File: config.mk
export PLATFORM = sky130hd
export DESIGN_NAME = lcd_reset_seq
export DESIGN_NICKNAME = d
export VERILOG_FILES = /design/src/rtl/lcd_reset_seq.sv
export SDC_FILE = /design/constraint.sdc
export NUM_CORES = 1
export LEC_CHECK = 0
export CELL_PAD_IN_SITES_DETAIL_PLACEMENT = 0
export CELL_PAD_IN_SITES_GLOBAL_PLACEMENT = 1
export CORE_ASPECT_RATIO = 0.7
export CORE_MARGIN = 2
export CORE_UTILIZATION = 39
export CTS_BUF_LIST = sky130_fd_sc_hd__clkbuf_8 sky130_fd_sc_hd__clkbuf_16
export DETAILED_ROUTE_END_ITERATION = 8
export HOLD_SLACK_MARGIN = 0.05
export PLACE_DENSITY_LB_ADDON = 0.1
export SYNTH_ARGS = -nofsm -noshare
export SYNTH_HDL_FRONTEND = slang
export SYNTH_SLANG_ARGS = --single-unit
File: constraint.sdc
create_clock -name clk -period 6.4 [get_ports clk]
set_input_delay 1.6 -clock clk [delete_from_list [all_inputs] [get_ports clk]]
set_output_delay 1.6 -clock clk [all_outputs]
set_load 0.05 [all_outputs]
File: src/rtl/lcd_reset_seq.sv
// rtl/lcd_reset_seq.sv - panel RESX sequencer: pre-hold high, low pulse, post-reset settle.
// Optional macro LCD_RESET_SEQ_AUTOSTART_EN: run one sequence automatically after rst.
module lcd_reset_seq #(
  parameter int PRE_CYC  = 40,
  parameter int LOW_CYC  = 400,
  parameter int POST_CYC = 4_800_000
) (
  input  logic       clk,
  input  logic       rst,
  input  logic       i_start,
  input  logic       i_abort,
  output logic       o_busy,
  output logic       o_done,
  output logic [1:0] o_phase,
  output logic       o_reset
);

  localparam int MAX_PL  = (PRE_CYC > LOW_CYC) ? PRE_CYC : LOW_CYC;
  localparam int MAX_CYC = (MAX_PL > POST_CYC) ? MAX_PL : POST_CYC;
  localparam int CNT_W   = $clog2(MAX_CYC + 1);

  if (LOW_CYC < 1) begin : g_bad_low_cyc
    $error("lcd_reset_seq: LOW_CYC must be >= 1");
  end

  typedef enum logic [2:0] {
    S_IDLE = 3'd0,
    S_PRE  = 3'd1,
    S_LOW  = 3'd2,
    S_POST = 3'd3,
    S_DONE = 3'd4
  } state_t;

  state_t           state_q, state_d;
  logic [CNT_W-1:0] cnt_q, cnt_d;
  logic             reset_q, reset_d;
  logic             busy_q, busy_d;
  logic             done_q, done_d;
  logic [1:0]       phase_q, phase_d;
  logic             start_eff;

`ifdef LCD_RESET_SEQ_AUTOSTART_EN
  // Armed only for the first clock after rst; an abort in that cycle simply wins.
  logic armed_q;
  always_ff @(posedge clk or posedge rst) begin
    if (rst) armed_q <= 1'b1;
    else     armed_q <= 1'b0;
  end
  assign start_eff = i_start | armed_q;
`else
  assign start_eff = i_start;
`endif

  always_ff @(posedge clk or posedge rst) begin
    if (rst) begin
      state_q <= S_IDLE;
      cnt_q   <= '0;
      reset_q <= 1'b1;
      busy_q  <= 1'b0;
      done_q  <= 1'b0;
      phase_q <= 2'd0;
    end else begin
      state_q <= state_d;
      cnt_q   <= cnt_d;
      reset_q <= reset_d;
      busy_q  <= busy_d;
      done_q  <= done_d;
      phase_q <= phase_d;
    end
  end

  always_comb begin
    state_d = state_q;
    cnt_d   = cnt_q;
    if (i_abort) begin
      state_d = S_IDLE;
      cnt_d   = '0;
    end else begin
      case (state_q)
        S_IDLE: begin
          if (start_eff) begin
            if (PRE_CYC != 0) begin
              state_d = S_PRE;
              cnt_d   = CNT_W'(PRE_CYC - 1);
            end else begin
              state_d = S_LOW;
              cnt_d   = CNT_W'(LOW_CYC - 1);
            end
          end
        end
        S_PRE: begin
          if (cnt_q != '0) begin
            cnt_d = cnt_q - CNT_W'(1);
          end else begin
            state_d = S_LOW;
            cnt_d   = CNT_W'(LOW_CYC - 1);
          end
        end
        S_LOW: begin
          if (cnt_q != '0) begin
            cnt_d = cnt_q - CNT_W'(1);
          end else if (POST_CYC != 0) begin
            state_d = S_POST;
            cnt_d   = CNT_W'(POST_CYC - 1);
          end else begin
            state_d = S_DONE;
            cnt_d   = '0;
          end
        end
        S_POST: begin
          if (cnt_q != '0) begin
            cnt_d = cnt_q - CNT_W'(1);
          end else begin
            state_d = S_DONE;
            cnt_d   = '0;
          end
        end
        S_DONE: begin
          state_d = S_IDLE;
          cnt_d   = '0;
        end
        default: begin
          state_d = S_IDLE;
          cnt_d   = '0;
        end
      endcase
    end
  end

  // Outputs are decoded from the next state so every output flop toggles with the state.
  always_comb begin
    reset_d = 1'b1;
    busy_d  = 1'b0;
    done_d  = 1'b0;
    phase_d = 2'd0;
    case (state_d)
      S_PRE: begin
        busy_d  = 1'b1;
        phase_d = 2'd1;
      end
      S_LOW: begin
        busy_d  = 1'b1;
        phase_d = 2'd2;
        reset_d = 1'b0;
      end
      S_POST: begin
        busy_d  = 1'b1;
        phase_d = 2'd3;
      end
      S_DONE: done_d = 1'b1;
      default: ;
    endcase
  end

  assign o_reset = reset_q;
  assign o_busy  = busy_q;
  assign o_done  = done_q;
  assign o_phase = phase_q;

endmodule

==> impl_metrics.ini, run 1 <==
[status]
status = completed

[final_layout]
syn_to_final_growth_pct = 13.9
mostFrequentLayoutCell = dfrtp_1
nFillCells = 407
fin_nets = 218
drive_above_1_share_pct = 7.04
layout_common_cells = dfrtp_1, nor2_1, nor3_1
n_antenna_cell = 0
stdcell_count = 268

[sta]
finalSetupViolCount = 0
tns_ns = 0
final_hold_viol_count = 0
finalCritPeriodShare_pct = 57.4
fin_worst_skew_ns = 0.00881
min_period_ns = 3.68
finalMaxSlewViolations = 0
fmax_mhz = 272
worstMarginPinSlew_ns = 1.28
rsz0062_at_grt = false
max_slew_margin_pct = 13.5

[route]
routed_wl_um = 4940
route.layer.met1.wl_um = 2560
wire_per_inst_um = 18.4
wl_met2_um = 2000
vias = 1649
antenna_left = 0
maxUsedRoutingLayer = met4
drt-pass1-iter-count = 4
drc = 0
dr_wl_met3_um = 317
dr.first_iter.drc_count = 223
avgViaCountPerCell = 6.15

[clock_network]
insertion_delay_ns = 0.29
clkTransAtPathRegs_ns = 0.07
cts.sinks = 31
cts.path.max_buffers = 2
post_cts_buffers = 0
post_cts_resized = 0
numCtsBuffers = 5
cts_tree = done
holdBufCountCts = 0
clockRootBuffer = clkbuf_8
cts_max_level = 2

[floorplan]
core_um2 = 4380
dieArea_um2 = 5160
ios = 9
start_util_pct = 40.9
die_h_um = 60.7
die_x_um = 85.0
rows = 20

[global_routing]
grt_overflow = 0
antenna_found_initial = 0
grt.total_usage_pct = 20.9
grt_pass1_wl_um = 8090
grt_max_degree = 32
first_global_vias = 1512

[yosys]
synth_simple_gate_area_share_pct = 27.1
synth_area_um2 = 1790
synth_compound_area_share_pct = 21.1
synth_ff_type = dfrtp_1
ys_types = 42
ys_ff_latch = 31
ys_seq_area_share_pct = 43.3
synth_edf_count = 0
ys_warn_count = 0
yosysTopAreaCellShare_pct = 41.9
muxShareOfSynthArea_pct = 0
syn_inst = 204
synth.avg_cell_area_um2 = 8.79
ys_top_cells_by_area = dfrtp_1, nor2_1, nor3_1
synth_xor_area_share_pct = 2.93
ys_async_sr_fraction_pct = 100
synth_fa_ha_area_share_pct = 1.40
synth_top_family_by_area = simple AND/OR/NAND/NOR gates
synth_nets = 210
yosysTopAreaCell = dfrtp_1

[pwr]
power_leakage_nw = 0.829
intPower_mw = 0.525
powerDensity_nw_per_um2 = 467
p_sw_mw = 0.427
vdd_ir_drop_max_mv = 0.174
comb_power_share_pct = 47.4
p_seq_share_pct = 31.1
switching_share_pct = 44.9
clkPwrFrac_pct = 21.5

[critical_path]
path_class = in -> reg
cp.required_ns = 6.60
arrival_ns = 3.88
start_kind = primary input
critPathSlowestCell = nor2_1
r2r_end = cnt_q[21]$_DFFE_PP0P_
path_cells = clkdlybuf4s50_1 -> or2_2 -> nor2_1 -> nand2_1 -> o211ai_1
ff2ff_setup_slack_ns = 3.21
reg2reg_depth = 5
path_max_fanout = 14
r2r_start = cnt_q[5]$_DFFE_PP0P_
slowest_delay_ns = 0.78
cp-end-kind = flop

[min_path]
hp-class = reg -> reg
hold_depth = 1
min-delay-start = cnt_q[21]$_DFFE_PP0P_
min_to = cnt_q[21]$_DFFE_PP0P_

[placed_design]
placedCellCount = 260
gp_congestion = 0.869
numPortBuffers = 8
hpwl_um = 3410

[flow_run]
max-cap-violations = 0
## flip-flops by register name, indices dropped and copies added, names as in the netlist
name / cells
cnt_q: 23
state_q: 3
o_phase: 2
o_busy: 1
o_done: 1
o_reset: 1
## power groups by stage
stage / combinational (mW) / sequential (mW) / clock, mW
after global placement: 0.437 / 0.297 / 0
final: 0.452 / 0.296 / 0.205
after detailed placement: 0.444 / 0.298 / 0
after floorplan: 0.332 / 0.299 / 0
after CTS: 0.445 / 0.295 / 0.209
after global routing: 0.499 / 0.305 / 0.221
## layout make-up
cell class                 instances  area [um^2]  area share, %
clock buffer                       6         82.6           4.04
clock inverter                     2         35.0           1.72
inverter                          10         37.5           1.84
multi-input combinational        154          946           46.3
sequential                        31          777           38.1
tap                               55         68.8           3.37
timing repair buffer              10         95.1           4.66
## metrics by stage
stage	worst slack, ns	hold slack, ns	utilization, %	power [mW]	area [um^2]
floorplan	3.26	0.461	-	0.631	1790
detailed placement	2.43	0.490	43.9	0.742	1920
finish	2.72	0.505	46.6	0.953	2040
global route	2.62	0.534	46.6	1.03	2040
CTS	2.74	0.501	46.6	0.949	2040
global placement	2.56	0.485	43.9	0.734	1920
## synthesized netlist by cell type (2+ instances only)
cell type  count
inv_1         10
a211oi_1       2
o22ai_1        2
o211ai_1       7
o41a_1         2
nand4_1        4
a31oi_1        8
a21oi_1        9
o32a_1         2
nor3_1        14
nand3_1        8
ha_1           2
and3_1         4
buf_2          3
nor4_1         7
or2_2          2
o21ai_0       11
and4_1         2
xnor2_1        5
o21bai_1       2
dfrtp_1       30
or4_1          5
a21boi_0       2
nor4b_1        2
nor2_1        20
nand2_1       11
clkbuf_1       6
or3_1          5
a21o_1         2
nor3b_1        2
a32oi_1        2
## worst max-delay path, delay by kind of cell
family / cells / cell delay, ns
simple gates: 3 / 1.58
buf+inv: 1 / 0.41
compound gates: 1 / 0.27
## cells by family after synthesis
kind of cell | after synthesis
AO/OA/AOI/OAI | 56
XOR/XNOR | 6
adder cells (fa/ha/maj) | 2
buffers and inverters | 19
flip-flops | 31
AND/OR/NAND/NOR | 90
## worst max path at each step
stage               startpoint                    end  slack [ns]  cells past startpoint
floorplan              i_abort   cnt_q[3]$_DFFE_PP0P_        3.26                      6
global placement       i_abort   cnt_q[5]$_DFFE_PP0P_        2.56                      5
detailed placement     i_abort   cnt_q[7]$_DFFE_PP0P_        2.43                      5
CTS                    i_abort   cnt_q[7]$_DFFE_PP0P_        2.74                      5
global route           i_abort  cnt_q[22]$_DFFE_PP0P_        2.62                      5
finish                 i_abort  cnt_q[22]$_DFFE_PP0P_        2.72                      5
## per-layer routing
| metal | vias to the layer above | track usage [%] |
|---|---|---|
| met2 | 59 | 27.8 |
| li1 | 794 | - |
| met3 | 8 | 4.08 |
| met1 | 788 | 32.6 |
| met4 | 0 | 9.30 |
| met5 | - | 0 |
No activity file was read; power rests on OpenSTA's default activity.
==> run 2, diff against run 1 <==
==> constraint.sdc (replaced) <==
create_clock -name clk -period 3.4 [get_ports clk]
set_input_delay 0.85 -clock clk [delete_from_list [all_inputs] [get_ports clk]]
set_output_delay 0.85 -clock clk [all_outputs]
set_load 0.05 [all_outputs]
==> run 2 against run 1 <==
Against the previous run:
- first-iteration DRC count shrank 34%
- sequential power grew 90%
- routed wire length fell by 2.3%
- clock skew is 0.0023 ns lower
- via count rose by 2.0%
- final area rose by 1.5%
- critical path type is now reg -> reg
==> impl_metrics.ini, run 2 (synthesis results as in run 1) <==
[floorplan]
core_um2 = 4380
start_util_pct = 40.9
dieArea_um2 = 5160
ios = 9
rows = 20
die_h_um = 60.7
die_x_um = 85.0

[min_path]
min-delay-start = cnt_q[21]$_DFFE_PP0P_
hold_depth = 1
hp-class = reg -> reg

[critical_path]
r2r_start = cnt_q[11]$_DFFE_PP0P_
path_buf_inv = 1
path_class = reg -> reg
reg2reg_depth = 6
cp-end-kind = flop
path_cells = or4_1 -> or4_1 -> nor3_1 -> buf_4 -> nor3_1 -> nor4_1
crit_family = simple AND/OR/NAND/NOR gates
critPathSlowestCell = or4_1
cp.required_ns = 3.58
slowest_delay_ns = 0.64
arrival_ns = 3.02
cp-startpoint = cnt_q[11]$_DFFE_PP0P_
start_kind = flop
cp.depth = 6
path_max_fanout = 11

[global_routing]
antenna_found_initial = 0
first_global_vias = 1576
grt.total_usage_pct = 20.4
grt_overflow = 0
grt_pass1_wl_um = 8090
grt_max_degree = 32

[sta]
tns_ns = 0
max_slew_margin_pct = 47.8
final_hold_viol_count = 0
rsz0062_at_grt = false
finalCritPeriodShare_pct = 83.6
worstMarginPinSlew_ns = 0.775
min_period_ns = 2.84
fin_worst_skew_ns = 0.00647
fmax_mhz = 352
holdWs_ns = 0.517
finalSetupViolCount = 0
finalMaxSlewViolations = 0

[clock_network]
clkTransAtPathRegs_ns = 0.07
numCtsBuffers = 5
cts.path.max_buffers = 2
cts_tree = done
clockRootBuffer = clkbuf_8
post_cts_resized = 0
cts_max_level = 2
holdBufCountCts = 0
cts.sinks = 31
insertion_delay_ns = 0.28
post_cts_buffers = 0

[route]
dr_wl_met3_um = 301
antenna_left = 0
routed_wl_um = 4830
wl_met2_um = 2090
maxUsedRoutingLayer = met4
vias = 1682
drt-pass1-iter-count = 4
drc = 0
wire_per_inst_um = 17.6
route.layer.met1.wl_um = 2400
avgViaCountPerCell = 6.12
dr.first_iter.drc_count = 148

[final_layout]
largest_reg_flops = 23
drive_above_1_share_pct = 9.09
nFillCells = 430
syn_to_final_growth_pct = 15.6
final_cell_area_um2 = 2070
layout_common_cells = dfrtp_1, nor2_1, nor3_1
top_register = cnt_q
fin_nets = 225
mostFrequentLayoutCell = dfrtp_1
n_antenna_cell = 0

[placed_design]
numPortBuffers = 8
dpl_cell_area_um2 = 1970
gp_congestion = 0.824
hpwl_um = 3460

[pwr]
vdd_ir_drop_max_mv = 0.349
power_mw = 1.77
powerDensity_nw_per_um2 = 855
power_leakage_nw = 0.854

[flow_run]
max-cap-violations = 0

[status]
status = completed
==> run 2: cell types whose count changed in the layout (fill, tap and decap cells not counted), sizes merged <==
cell    delta
clkbuf     +1
inv        +1
clkinv     -1
buf        +7
bufinv     -1
==> run 2: final cells by class <==
class	instances	area (um^2)	share of cell area (%)
Multi-Input combinational cell	154	941	45.4
Sequential cell	31	777	37.5
Timing Repair Buffer	17	148	7.13
Clock buffer	7	96.3	4.65
Tap cell	55	68.8	3.32
Inverter	10	37.5	1.81
Clock inverter	1	3.75	0.181
==> run 2: where the power goes <==
group | internal (mW) | total, mW | switching (mW)
Sequential | 0.454 | 0.562 | 0.108
Combinational | 0.346 | 0.891 | 0.545
Clock | 0.182 | 0.317 | 0.136
==> run 2: worst register-to-register path: cells and delay by family, from the launching register on <==
family | cells | cell delay (ns)
buffers and inverters | 1 | 0.28
and+or+nand+nor | 5 | 2.03
DFF | 1 | 0.43
==> run 2: stage by stage <==
stage | setup WS (ns) | std cells | utilization (%)
floorplan | 0.812 | 204 | -
global placement | 0.666 | 267 | 45.0
detailed placement | 0.613 | 267 | 45.0
CTS | 0.602 | 275 | 47.3
global route | 0.433 | 275 | 47.3
finish | 0.556 | 275 | 47.3
==> run 2: worst paths after layout <==
check / slack [ns] / to
max: 0.56 / cnt_q[0]$_DFFE_PP0P_
min reg2reg: 0.52 / cnt_q[21]$_DFFE_PP0P_
max in group asynchronous: 2.12 / o_reset$_DFF_PP1_
min: 0.52 / cnt_q[21]$_DFFE_PP0P_
min in group asynchronous: 0.94 / cnt_q[2]$_DFFE_PP0P_
max reg2reg: 0.56 / cnt_q[0]$_DFFE_PP0P_
==> run 2: per-layer routing <==
metal,vias up,track usage [%]
li1,814,-
met1,805,30.7
met2,57,29.4
met3,6,4.35
met4,0,6.80
met5,-,0
==> run 3, diff against run 2 <==
==> constraint.sdc (replaced) <==
create_clock -name clk -period 2.8 [get_ports clk]
set_input_delay 0.7 -clock clk [delete_from_list [all_inputs] [get_ports clk]]
set_output_delay 0.7 -clock clk [all_outputs]
set_load 0.05 [all_outputs]
==> run 3 against run 2 <==
Against the previous run:
- clock skew hardly changed
- sequential power is 21% higher
- sequential share of layout area is 0.97 points lower
- cell count is 1.8% higher
- global-route usage is 0.62 points higher
- critical path depth stayed put
- final area is 2.7% higher
- critical path type unchanged
==> impl_metrics.ini, run 3 (synthesis results as in run 1) <==
[status]
status = completed

[final_layout]
top_register = cnt_q
layout_common_cells = dfrtp_1, nor2_1, nor3_1, buf_4
syn_to_final_growth_pct = 18.6
largest_reg_flops = 23
seq_area_um2 = 777
mostFrequentLayoutCell = dfrtp_1
drive_above_1_share_pct = 11.6
n_antenna_cell = 0
nFillCells = 424
fin_nets = 230
multiInputGateArea_um2 = 941

[critical_path]
arrival_ns = 2.72
critPathSlowestCell = or4_1
crit_family = simple AND/OR/NAND/NOR gates
path_cells = or4_1 -> nor4_1 -> buf_4 -> nand3_1 -> nand2_1 -> o21ai_0
path_class = reg -> reg
start_kind = flop
cp.depth = 6
slowest_delay_ns = 0.63
cp-end-kind = flop
reg2reg_depth = 6
path_buf_inv = 1
cp.required_ns = 2.95
path_max_fanout = 9

[sta]
worstMarginPinSlew_ns = 0.512
max_slew_margin_pct = 65.5
holdWs_ns = 0.507
finalCritPeriodShare_pct = 91.8
tns_ns = 0
setup_ws_ns = 0.230
finalMaxSlewViolations = 0
fin_worst_skew_ns = 0.00630
rsz0062_at_grt = false
finalSetupViolCount = 0
final_hold_viol_count = 0
min_period_ns = 2.57
fmax_mhz = 389

[route]
antenna_left = 0
drc = 0
avgViaCountPerCell = 6.13
wire_per_inst_um = 17.9
dr.first_iter.drc_count = 106
routed_wl_um = 5010
vias = 1715
drt-pass1-iter-count = 4

[global_routing]
grt_overflow = 0
grt_max_degree = 32
antenna_found_initial = 0
first_global_vias = 1619
grt_pass1_wl_um = 8200
grt.total_usage_pct = 21.0

[clock_network]
numCtsBuffers = 5
cts.sinks = 31
holdBufCountCts = 0
post_cts_buffers = 0
cts.path.max_buffers = 2
post_cts_resized = 0
insertion_delay_ns = 0.28
cts_tree = done
clkTransAtPathRegs_ns = 0.07
clockRootBuffer = clkbuf_8
cts_max_level = 2

[placed_design]
hpwl_um = 3590
numPortBuffers = 8
gp_congestion = 0.812
place_ws_ns = 0.253

[floorplan]
rows = 20
start_util_pct = 40.9
ios = 9
die_x_um = 85.0
core_um2 = 4380
dieArea_um2 = 5160
die_h_um = 60.7

[pwr]
power_leakage_nw = 0.885
switching_share_pct = 42.6
intPower_mw = 1.32
vdd_ir_drop_max_mv = 0.396
p_seq_share_pct = 29.8
clkPwrFrac_pct = 20.0
comb_power_share_pct = 50.2
powerDensity_nw_per_um2 = 1080
p_sw_mw = 0.976

[min_path]
hp-class = reg -> reg
hold_depth = 1

[flow_run]
max-cap-violations = 0
-- run 3: cell count changes in the layout (fill, tap and decap cells not counted) --
cell	before	now
buf_4	9	14
bufinv_16	0	1
clkbuf_8	7	6
clkinv_2	0	1
inv_1	11	10
-- run 3: layer usage --
metal,routed length (um),vias to the layer above,GRT usage (%)
met2,2290,44,32.6
met3,234,2,4.49
met4,15,0,5.44
met1,2470,856,30.4
met5,0,-,0
li1,-,813,-
-- run 3: path summary, 6_finish.rpt --
kind                       slack (ns)                     to                   from
max reg2reg                      0.23  cnt_q[13]$_DFFE_PP0P_  cnt_q[11]$_DFFE_PP0P_
min in group asynchronous        0.81  cnt_q[16]$_DFFE_PP0P_                    rst
max in group asynchronous        1.66      o_reset$_DFF_PP1_                    rst
min reg2reg                      0.51  cnt_q[21]$_DFFE_PP0P_  cnt_q[21]$_DFFE_PP0P_
min                              0.51  cnt_q[21]$_DFFE_PP0P_  cnt_q[21]$_DFFE_PP0P_
max                              0.23  cnt_q[13]$_DFFE_PP0P_  cnt_q[11]$_DFFE_PP0P_
-- run 3: final cells by class --
class / count / share of cell area [%]
timing repair buffer: 22 / 8.71
clock inverter: 2 / 1.65
multi-input combinational: 154 / 44.2
tap: 55 / 3.24
inverter: 10 / 1.76
sequential: 31 / 36.5
clock buffer: 6 / 3.88
-- run 3: metrics by stage --
stage | cell area, um^2 | power, mW | utilization, % | std cells
floorplan | 1790 | 1.44 | - | 204
global placement | 2010 | 1.80 | 45.9 | 272
detailed placement | 2010 | 1.83 | 45.9 | 272
CTS | 2130 | 2.30 | 48.6 | 280
global route | 2130 | 2.47 | 48.6 | 280
finish | 2130 | 2.29 | 48.6 | 280
-- run 3: worst register-to-register path, delay by kind of cell (launching register included) --
kind                   cells  cell delay [ns]
AO/OA/AOI/OAI              1             0.16
buffers and inverters      1             0.19
flip-flops                 1             0.43
AND/OR/NAND/NOR            4             1.66
-- run 3: power by group through the flow --
stage	clock [mW]	sequential (mW)	combinational (mW)
floorplan	0	0.684	0.758
global placement	0	0.684	1.12
detailed placement	0	0.688	1.14
CTS	0.472	0.680	1.14
global route	0.496	0.702	1.27
finish	0.459	0.682	1.15
